==> config.mk <==
export PLATFORM = sky130hd
export DESIGN_NAME = hs_ram_arbiter_flat
export DESIGN_NICKNAME = d
export VERILOG_FILES = /design/src/rtl/hs_ram_arbiter_if.sv /design/src/rtl/hs_ram_arbiter.sv /design/src/flat_wrapper.sv
export SDC_FILE = /design/constraint.sdc
export NUM_CORES = 1
export LEC_CHECK = 0
export BUFFER_PORTS_ARGS = -buffer_cell sky130_fd_sc_hd__buf_2
export CELL_PAD_IN_SITES_DETAIL_PLACEMENT = 1
export CELL_PAD_IN_SITES_GLOBAL_PLACEMENT = 1
export CORE_AREA = 2 2 92 94
export CTS_BUF_LIST = sky130_fd_sc_hd__clkbuf_8
export DETAILED_ROUTE_END_ITERATION = 10
export DIE_AREA = 0 0 94 96
export PLACE_DENSITY_LB_ADDON = 0.1
export SLEW_MARGIN = 5
export SYNTH_ARGS = -nofsm -noshare
export SYNTH_HDL_FRONTEND = slang
export SYNTH_SLANG_ARGS = --single-unit
export TNS_END_PERCENT = 30
==> constraint.sdc <==
create_clock -name clk -period 2.8 [get_ports clk]
set_clock_uncertainty 0.05 [all_clocks]
set_input_delay 0.14 -clock clk [delete_from_list [all_inputs] [get_ports clk]]
set_output_delay 0.14 -clock clk [all_outputs]
set_load 0.05 [all_outputs]
==> src/rtl/hs_ram_arbiter_if.sv <==
// Bus bundle between the CPU decode, the hiscore engine, the core pause logic and the work RAM.
// The arbiter takes the slave side; the surrounding system (or a bench) takes the master side.
interface hs_ram_arbiter_if #(
  parameter int AW = 10
) ();
  logic [AW-1:0] cpu_addr;
  logic [7:0]    cpu_wdata;
  logic          cpu_we;
  logic [7:0]    cpu_rdata;
  logic          hs_access;
  logic [AW-1:0] hs_addr;
  logic [7:0]    hs_wdata;
  logic          hs_we;
  logic [7:0]    hs_rdata;
  logic          hs_grant;
  logic          hs_denied;
  logic          pause_req;
  logic          pause_ack;
  logic [AW-1:0] ram_addr;
  logic [7:0]    ram_wdata;
  logic          ram_we;
  logic [7:0]    ram_q;

  modport slave (
    input  cpu_addr, cpu_wdata, cpu_we, hs_access, hs_addr, hs_wdata, hs_we, pause_ack, ram_q,
    output cpu_rdata, hs_rdata, hs_grant, hs_denied, pause_req, ram_addr, ram_wdata, ram_we
  );

  modport master (
    output cpu_addr, cpu_wdata, cpu_we, hs_access, hs_addr, hs_wdata, hs_we, pause_ack, ram_q,
    input  cpu_rdata, hs_rdata, hs_grant, hs_denied, pause_req, ram_addr, ram_wdata, ram_we
  );
endinterface

==> src/rtl/hs_ram_arbiter.sv <==
// Shares the single-port game work RAM between the CPU and the hiscore engine by pausing
// the CPU, waiting for its acknowledge plus a settle delay, then granting the port to the engine.
module hs_ram_arbiter #(
  parameter int          AW             = 10,
  parameter logic [7:0]  SETTLE_CYCLES  = 8'd4,
  parameter logic [7:0]  RELEASE_CYCLES = 8'd2,
  parameter logic [15:0] ACK_TIMEOUT    = 16'hFFFF
) (
  input  logic           clk,
  input  logic           reset,
  hs_ram_arbiter_if.slave bus,
  output logic [2:0]     state_dbg
);

  typedef enum logic [2:0] {
    IDLE    = 3'd0,
    PAUSE   = 3'd1,
    SETTLE  = 3'd2,
    GRANT   = 3'd3,
    RELEASE = 3'd4,
    LOCKOUT = 3'd5
  } state_t;

  state_t      state;
  logic [7:0]  cnt;
  logic [15:0] tmo_cnt;

  assign state_dbg     = state;
  assign bus.cpu_rdata = bus.ram_q;

  // Handshakes are level based: the engine holds hs_access for the whole transaction and owns
  // the port exactly while hs_grant=1; the core holds pause_ack while the CPU is halted and
  // pause_req stays high until the port has been handed back.
  always_comb begin
    bus.ram_addr  = bus.cpu_addr;
    bus.ram_wdata = bus.cpu_wdata;
    bus.ram_we    = bus.cpu_we;
    case (state)
      SETTLE, RELEASE: begin
        bus.ram_addr  = bus.hs_addr;
        bus.ram_wdata = bus.hs_wdata;
        bus.ram_we    = 1'b0;
      end
      GRANT: begin
        bus.ram_addr  = bus.hs_addr;
        bus.ram_wdata = bus.hs_wdata;
        // Engine writes die with its release and with reset, without waiting for an edge.
        bus.ram_we    = bus.hs_we & bus.hs_access & reset;
      end
      default: ;
    endcase
  end

  always_ff @(posedge clk) begin
    if (!reset) begin
      state         <= IDLE;
      cnt           <= 8'd0;
      tmo_cnt       <= 16'd0;
      bus.hs_grant  <= 1'b0;
      bus.pause_req <= 1'b0;
      bus.hs_denied <= 1'b0;
      bus.hs_rdata  <= 8'd0;
    end else begin
      bus.hs_denied <= 1'b0;
      case (state)
        IDLE: begin
          if (bus.hs_access) begin
            state         <= PAUSE;
            bus.pause_req <= 1'b1;
            tmo_cnt       <= 16'd0;
          end
        end
        PAUSE: begin
          if (!bus.hs_access) begin
            state <= RELEASE;
            cnt   <= 8'd0;
          end else if (bus.pause_ack) begin
            if (SETTLE_CYCLES == 8'd0) begin
              state        <= GRANT;
              bus.hs_grant <= 1'b1;
            end else begin
              state <= SETTLE;
              cnt   <= 8'd0;
            end
          end else if (tmo_cnt + 16'd1 == ACK_TIMEOUT) begin
            state         <= LOCKOUT;
            bus.pause_req <= 1'b0;
            bus.hs_denied <= 1'b1;
          end else begin
            tmo_cnt <= tmo_cnt + 16'd1;
          end
        end
        SETTLE: begin
          if (!bus.hs_access) begin
            state <= RELEASE;
            cnt   <= 8'd0;
          end else if (!bus.pause_ack) begin
            state   <= PAUSE;
            tmo_cnt <= 16'd0;
          end else if (cnt + 8'd1 == SETTLE_CYCLES) begin
            state        <= GRANT;
            bus.hs_grant <= 1'b1;
          end else begin
            cnt <= cnt + 8'd1;
          end
        end
        GRANT: begin
          bus.hs_rdata <= bus.ram_q;
          if (!bus.hs_access) begin
            state        <= RELEASE;
            bus.hs_grant <= 1'b0;
            cnt          <= 8'd0;
          end
        end
        RELEASE: begin
          if (cnt + 8'd1 >= RELEASE_CYCLES) begin
            state         <= IDLE;
            bus.pause_req <= 1'b0;
          end else begin
            cnt <= cnt + 8'd1;
          end
        end
        LOCKOUT: begin
          if (!bus.hs_access) state <= IDLE;
        end
        default: state <= IDLE;
      endcase
    end
  end

endmodule

==> src/flat_wrapper.sv <==
// flat-port wrapper written by rule: the top's interface ports become plain ports
module hs_ram_arbiter_flat 
#(
  parameter int          AW             = 10,
  parameter logic [7:0]  SETTLE_CYCLES  = 8'd4,
  parameter logic [7:0]  RELEASE_CYCLES = 8'd2,
  parameter logic [15:0] ACK_TIMEOUT    = 16'hFFFF
)
  (clk, reset, state_dbg, bus_cpu_addr, bus_cpu_wdata, bus_cpu_we, bus_hs_access, bus_hs_addr, bus_hs_wdata, bus_hs_we, bus_pause_ack, bus_ram_q, bus_cpu_rdata, bus_hs_rdata, bus_hs_grant, bus_hs_denied, bus_pause_req, bus_ram_addr, bus_ram_wdata, bus_ram_we);
  hs_ram_arbiter_if #(.AW(AW)) bus_i ();
  input  logic clk;
  input  logic reset;
  output logic [2:0] state_dbg;
  input wire logic [$bits(bus_i.cpu_addr)-1:0] bus_cpu_addr;
  input wire logic [$bits(bus_i.cpu_wdata)-1:0] bus_cpu_wdata;
  input wire logic [$bits(bus_i.cpu_we)-1:0] bus_cpu_we;
  input wire logic [$bits(bus_i.hs_access)-1:0] bus_hs_access;
  input wire logic [$bits(bus_i.hs_addr)-1:0] bus_hs_addr;
  input wire logic [$bits(bus_i.hs_wdata)-1:0] bus_hs_wdata;
  input wire logic [$bits(bus_i.hs_we)-1:0] bus_hs_we;
  input wire logic [$bits(bus_i.pause_ack)-1:0] bus_pause_ack;
  input wire logic [$bits(bus_i.ram_q)-1:0] bus_ram_q;
  output wire logic [$bits(bus_i.cpu_rdata)-1:0] bus_cpu_rdata;
  output wire logic [$bits(bus_i.hs_rdata)-1:0] bus_hs_rdata;
  output wire logic [$bits(bus_i.hs_grant)-1:0] bus_hs_grant;
  output wire logic [$bits(bus_i.hs_denied)-1:0] bus_hs_denied;
  output wire logic [$bits(bus_i.pause_req)-1:0] bus_pause_req;
  output wire logic [$bits(bus_i.ram_addr)-1:0] bus_ram_addr;
  output wire logic [$bits(bus_i.ram_wdata)-1:0] bus_ram_wdata;
  output wire logic [$bits(bus_i.ram_we)-1:0] bus_ram_we;
  assign bus_i.cpu_addr = bus_cpu_addr;
  assign bus_i.cpu_wdata = bus_cpu_wdata;
  assign bus_i.cpu_we = bus_cpu_we;
  assign bus_i.hs_access = bus_hs_access;
  assign bus_i.hs_addr = bus_hs_addr;
  assign bus_i.hs_wdata = bus_hs_wdata;
  assign bus_i.hs_we = bus_hs_we;
  assign bus_i.pause_ack = bus_pause_ack;
  assign bus_i.ram_q = bus_ram_q;
  assign bus_cpu_rdata = bus_i.cpu_rdata;
  assign bus_hs_rdata = bus_i.hs_rdata;
  assign bus_hs_grant = bus_i.hs_grant;
  assign bus_hs_denied = bus_i.hs_denied;
  assign bus_pause_req = bus_i.pause_req;
  assign bus_ram_addr = bus_i.ram_addr;
  assign bus_ram_wdata = bus_i.ram_wdata;
  assign bus_ram_we = bus_i.ram_we;
  hs_ram_arbiter #(.AW(AW), .SETTLE_CYCLES(SETTLE_CYCLES), .RELEASE_CYCLES(RELEASE_CYCLES), .ACK_TIMEOUT(ACK_TIMEOUT)) u_core (.clk(clk), .reset(reset), .bus(bus_i), .state_dbg(state_dbg));
endmodule
==> results of run 1 <==
## state kept, by name, summed over array words and instances, names as in the netlist
signal,count
u_core.state_dbg,3
u_core.bus.hs_grant,1
u_core.bus.pause_req,1
u_core.cnt,8
u_core.bus.hs_denied,1
u_core.bus.hs_rdata,8
u_core.tmo_cnt,16
## cell type report
type	instances	area, µm²
clock buffer	6	82.6
inverter	8	30.0
tap	105	131
clock inverter	2	12.5
sequential	38	761
timing repair buffer	100	526
multi-input combinational	257	1780
fill	1011	4730
## worst min path at each step
stage,start,endpoint,slack (ns),depth (start not counted)
final,bus_ram_q[4],u_core.bus.hs_rdata[4],0.04,3
after global routing,bus_ram_q[4],u_core.bus.hs_rdata[4],0.05,3
after CTS,bus_ram_q[4],u_core.bus.hs_rdata[4],0.05,3
after detailed placement,bus_ram_q[4],u_core.bus.hs_rdata[4],0.36,3
after global placement,bus_ram_q[6],u_core.bus.hs_rdata[6],0.35,3
after floorplan,bus_pause_ack,u_core.state_dbg[1],0.23,2
## metrics by stage
stage	area, µm²	total power, mW	hold WS, ns	std cells
3_3_place_gp	3220	1.07	0.351	508
4_1_cts	3320	1.50	0.0456	516
6_report	3320	1.48	0.0429	516
3_5_place_dp	3220	1.08	0.363	508
2_1_floorplan	2720	0.954	0.233	330
5_1_grt	3320	1.56	0.0548	516
## synth_stat cells (6+ instances only)
master    instances
a211o_1           6
a21boi_0          8
buf_4             9
clkbuf_1         13
dfxtp_1          38
inv_1             7
mux2_2           19
nand2_1          49
nand3_1          13
nand3b_1          8
nor2_1           22
nor3_1            7
nor4_1            6
o21ai_0           8
o22ai_1           7
xnor2_1           6
## layout by cell type, fill, tap and decap left out, types with 3 or more instances in the layout
master	netlist	routed
buf_2	3	90
nand2_1	49	49
dfxtp_1	38	38
nor2_1	22	22
mux2_2	19	19
nand3_1	13	13
buf_4	9	10
nand3b_1	8	8
o21ai_0	8	8
a21boi_0	8	8
inv_1	7	7
o22ai_1	7	7
nor3_1	7	7
xnor2_1	6	6
nor4_1	6	6
a211o_1	6	6
clkbuf_8	0	6
a211oi_1	5	5
a21oi_1	5	5
o21a_1	5	5
a221o_1	5	5
ha_1	5	5
and3_1	4	4
xor2_1	4	4
nand4_1	4	4
a22o_1	4	4
nand2b_1	3	3
and2_1	3	3
nor4_2	3	3
or3_1	3	3
nor3b_1	3	3
## metal layers
layer / share of wire [%] / vias to the layer above
met5: 0 / -
met4: 1.7 / 0
met3: 3.5 / 13
met2: 49 / 56
met1: 46 / 1332
li1: - / 1369
## logic make-up after synthesis
logic type	Yosys count	synth area share [%]
xor+xnor	10	3.22
buf+inv	35	6.76
compound gates	79	23.0
flops	38	28.0
mux	20	8.23
fa+ha+maj	5	2.30
simple gates	143	28.5
## power breakdown
part	internal, mW	leakage (nW)	switching, mW
combinational	0.159	1.03	0.331
sequential	0.551	0.307	0.0208
clock	0.199	0.0472	0.224
total	0.909	1.38	0.576
## critical path, delay by kind of cell, from the launching register on
kind / cells / cell delay, ns
AND/OR/NAND/NOR: 4 / 1.00
AO/OA/AOI/OAI: 1 / 0.42
multiplexers: 1 / 0.28
adder cells (fa/ha/maj): 1 / 0.26
flip-flops: 1 / 0.44
==> results.cfg, run 1 <==
[outcome]
outcome = finished, final reports clean

[place]
gp_congestion = 0.810
dp_hpwl_um = 6010
pre_cts_slack_ns = 0.292
io_buffers = 90

[global_routing]
grt_first_pass_wirelength_um = 13500
use_met2_pct = 32.1
track_usage_pct = 18.5
overflow = 0
antenna_found_initial = 0
gr-max-usage-layer = met2
grt_max_degree = 29
grt_pass1_vias = 2765
grt_util_met1_pct = 23.8
use_met3_pct = 2.74

[power]
peakVddDrop_v = 0.000199
p_per_area_nw_per_um2 = 447
leakage_nw = 1.38

[worst_setup_path]
crit_path_top_delay_cell = dfxtp_1
timing.rr.end = u_core.tmo_cnt[0]
critPathMostFrequentCell = nor4_2
setup.worst_path.end = u_core.tmo_cnt[0]
slowest_delay_ns = 0.44
r2r.worst_path.cells = 7
reg2reg_slack_ns = 0.29
r2r_start = u_core.tmo_cnt[1]
critPathKind = flop to flop
arrival_ns = 2.71
worstPathRequired_ns = 2.99
crit_fanout = 16
cp-start-kind = flop
end_kind = flop
path_cells = ha_1 -> nand4_1 -> nor4_2 -> nor2_1 -> nor4_2 -> o2bb2ai_2 -> mux2_2
cp-startpoint = u_core.tmo_cnt[1]

[layout]
fin_util_pct = 41.2
diodes = 0
nets = 465
drive_gt1_share_pct = 34.8
area_growth_pct = 22.0

[clock_tree]
cts_buffers = 5
htreeDepth = 2
clock_latency_ns = 0.30
cts_root_buffer = clkbuf_8
cts_tree = done
cts_buffer_depth = 2
cts_resized = 0
path_clk_slew_ns = 0.09
cts_hold_buf = 0
cts_sinks = 38
post_cts_buffers = 0

[yosys]
ys_warn_count = 0
synth.area.top_cells = dfxtp_1, mux2_2, nand2_1, nor2_1, buf_4
synth_nets = 385
synthesis.instances = 330
synthArstFlopShare_pct = 0
synth_edf_count = 0
ys_seq_area_share_pct = 28.0
yosysTopAreaCell = dfxtp_1
syn_area_per_cell_um2 = 8.25
syn_area_um2 = 2720
synth_ff_type = dfxtp_1
synthDistinctLibCells = 66
synth.top_cell.area_share_pct = 28.0
ys_ff_latch = 38

[worst_hold_path]
min_path_type = primary input to flop

[detailed_routing]
wl_per_cell_um = 15.6
antenna_left = 0
vias = 2770
viasPerCell = 5.37
drt_iter0_drc = 155
drcViolationCount = 0
drt-pass1-iter-count = 4
drt-total-wl_um = 8030

[timing]
fmax_mhz = 398
setup_viol = 0
period_share_pct = 89.7
fin_setup_tns_ns = 0
tightest_slew_ns = 0.778
fin_crit_ns = 2.51
setup_ws_ns = 0.287
rsz0062_at_grt = false
final_hold_viol_count = 0
slew_viol_final = 0
slew_headroom_pct = 47.8

[floorplan]
initial_utilization_pct = 33.8
ioPinCount = 91
rows = 33
core_area_um2 = 8050
die_x_um = 94
dieHeight_um = 96
dieArea_um2 = 9020

[run]
drv_cap = 0
(Power assumes the default switching activity.)
==> run 2: changes to the inputs <==
- PLACE_DENSITY_LB_ADDON: 0.1 -> 0.15
==> run 2 against run 1 <==
Against the previous run:
- first-iteration DRC count decreased by 26%
- highest routed layer unchanged
- utilization about the same
- critical path type unchanged
- sequential share of layout area about the same
- total power increased by 4.6%
- combinational power about the same
- largest cell class unchanged
- largest power group unchanged
- register-to-register slack got worse by 0.02 ns
==> results.cfg, run 2 (synthesis gave the netlist of run 1 again) <==
[power]
switching_share_pct = 35.9
p_seq_share_pct = 36.9
clkPwrFrac_pct = 31.5
internal-power_mw = 0.995
p_per_area_nw_per_um2 = 468
leakage_nw = 1.38
peakVddDrop_v = 0.000197
switchingPower_mw = 0.558
p_comb_share_pct = 31.6

[clock_tree]
clock_latency_ns = 0.29
cts_hold_buf = 0
cts_buffers = 5
path_clk_slew_ns = 0.08
htreeDepth = 2
cts_resized = 0
cts_tree = done
cts_root_buffer = clkbuf_8
cts_sinks = 38
cts_buffer_depth = 2
post_cts_buffers = 0

[outcome]
outcome = finished, final reports clean

[detailed_routing]
drt-pass1-iter-count = 4
vias = 2691
viasPerCell = 5.25
drt_iter0_drc = 115
antenna_left = 0
drt-total-wl_um = 8080
wl_per_cell_um = 15.8
drcViolationCount = 0

[timing]
rsz0062_at_grt = false
slew_viol_final = 0
fin_setup_tns_ns = 0
slew_headroom_pct = 48.5
setup_ws_ns = 0.267
final_hold_viol_count = 0
setup_viol = 0
tightest_slew_ns = 0.768
fin_crit_ns = 2.53
period_share_pct = 90.5
fmax_mhz = 395

[worst_hold_path]
whs_path_depth = 3
min_path_type = primary input to flop

[floorplan]
core_area_um2 = 8050
dieArea_um2 = 9020
ioPinCount = 91
dieHeight_um = 96
rows = 33
die_x_um = 94
initial_utilization_pct = 33.8

[place]
dp_hpwl_um = 6110
io_buffers = 90
pre_cts_slack_ns = 0.290
gp_congestion = 0.813
place_area_um2 = 3210

[worst_setup_path]
critPathMostFrequentCell = nor4_2
end_kind = flop
r2r.worst_path.cells = 7
critPathKind = flop to flop
path_cells = ha_1 -> nand4_1 -> nor4_2 -> nor2_1 -> nor4_2 -> o2bb2ai_2 -> mux2_2
crit_fanout = 16
arrival_ns = 2.72
crit_path_top_delay_cell = dfxtp_1
worstPathRequired_ns = 2.99
slowest_delay_ns = 0.45
cp-start-kind = flop

[layout]
drive_gt1_share_pct = 34.3
area_growth_pct = 22.1
final_common_cell = buf_2
largest_register_ffs = 16
top_regs = u_core.tmo_cnt (16), u_core.bus.hs_rdata (8), u_core.cnt (8)
nets = 463
top_register = u_core.tmo_cnt
diodes = 0
seq_area_um2 = 761
layout_common_cells = buf_2, nand2_1, dfxtp_1, nor2_1, mux2_2
fill_cells = 1017
fin_area_um2 = 3320
multi_input_area_um2 = 1780

[global_routing]
overflow = 0
track_usage_pct = 18.3
grt_pass1_vias = 2637
grt_max_degree = 35
antenna_found_initial = 0
grt_first_pass_wirelength_um = 13200

[run]
drv_cap = 0
[run 2: cell count changes in the layout (fill, tap and decap cells not counted), sizes merged]
cell | previous run | this run
buf | 100 | 98
bufinv | 0 | 1
clkinv | 2 | 1
clkinvlp | 1 | 0
[run 2: area by class of cell]
cell class	count	share of cell area [%]
multi-input cells	257	53.5
flip-flops and latches	38	22.9
repair buffers	98	15.4
well taps	105	3.95
clock buffers	6	2.49
clock inverters	1	0.904
inverters	8	0.904
[run 2: critical path, delay by kind of cell, from the launching register on]
family	cells	cell delay (ns)
AO/OA/AOI/OAI	1	0.41
multiplexers	1	0.28
AND/OR/NAND/NOR	4	1.00
flip-flops	1	0.45
adder cells (fa/ha/maj)	1	0.28
[run 2: path summary, 6_finish.rpt]
kind                           from                      to  slack, ns
min reg2reg  u_core.bus.hs_rdata[3]  u_core.bus.hs_rdata[3]       0.42
max reg2reg       u_core.tmo_cnt[1]       u_core.tmo_cnt[0]       0.27
max               u_core.tmo_cnt[1]       u_core.tmo_cnt[0]       0.27
min                    bus_ram_q[3]  u_core.bus.hs_rdata[3]       0.05
[run 2: power groups by stage]
stage | combinational (mW) | sequential, mW | clock [mW]
final | 0.491 | 0.573 | 0.490
after global placement | 0.489 | 0.585 | 0
after global routing | 0.527 | 0.576 | 0.527
after CTS | 0.494 | 0.573 | 0.512
after detailed placement | 0.491 | 0.586 | 0
after floorplan | 0.348 | 0.606 | 0
[run 2: stage by stage]
step / utilization [%] / cells / hold slack [ns] / total power, mW
CTS: 41.3 / 513 / 0.0452 / 1.58
global placement: 39.9 / 506 / 0.350 / 1.07
floorplan: - / 330 / 0.233 / 0.954
finish: 41.3 / 513 / 0.0546 / 1.55
global route: 41.3 / 513 / 0.0455 / 1.63
detailed placement: 39.9 / 506 / 0.361 / 1.08
[run 2: metal layers]
metal	up-vias	part of all wire, %	global-route usage, %	routed length, µm
met2	42	48	32.0	3860
met5	-	0	0	0
met4	0	0.82	3.50	66
met1	1282	48	23.6	3910
li1	1363	-	-	-
met3	4	3.1	3.45	248
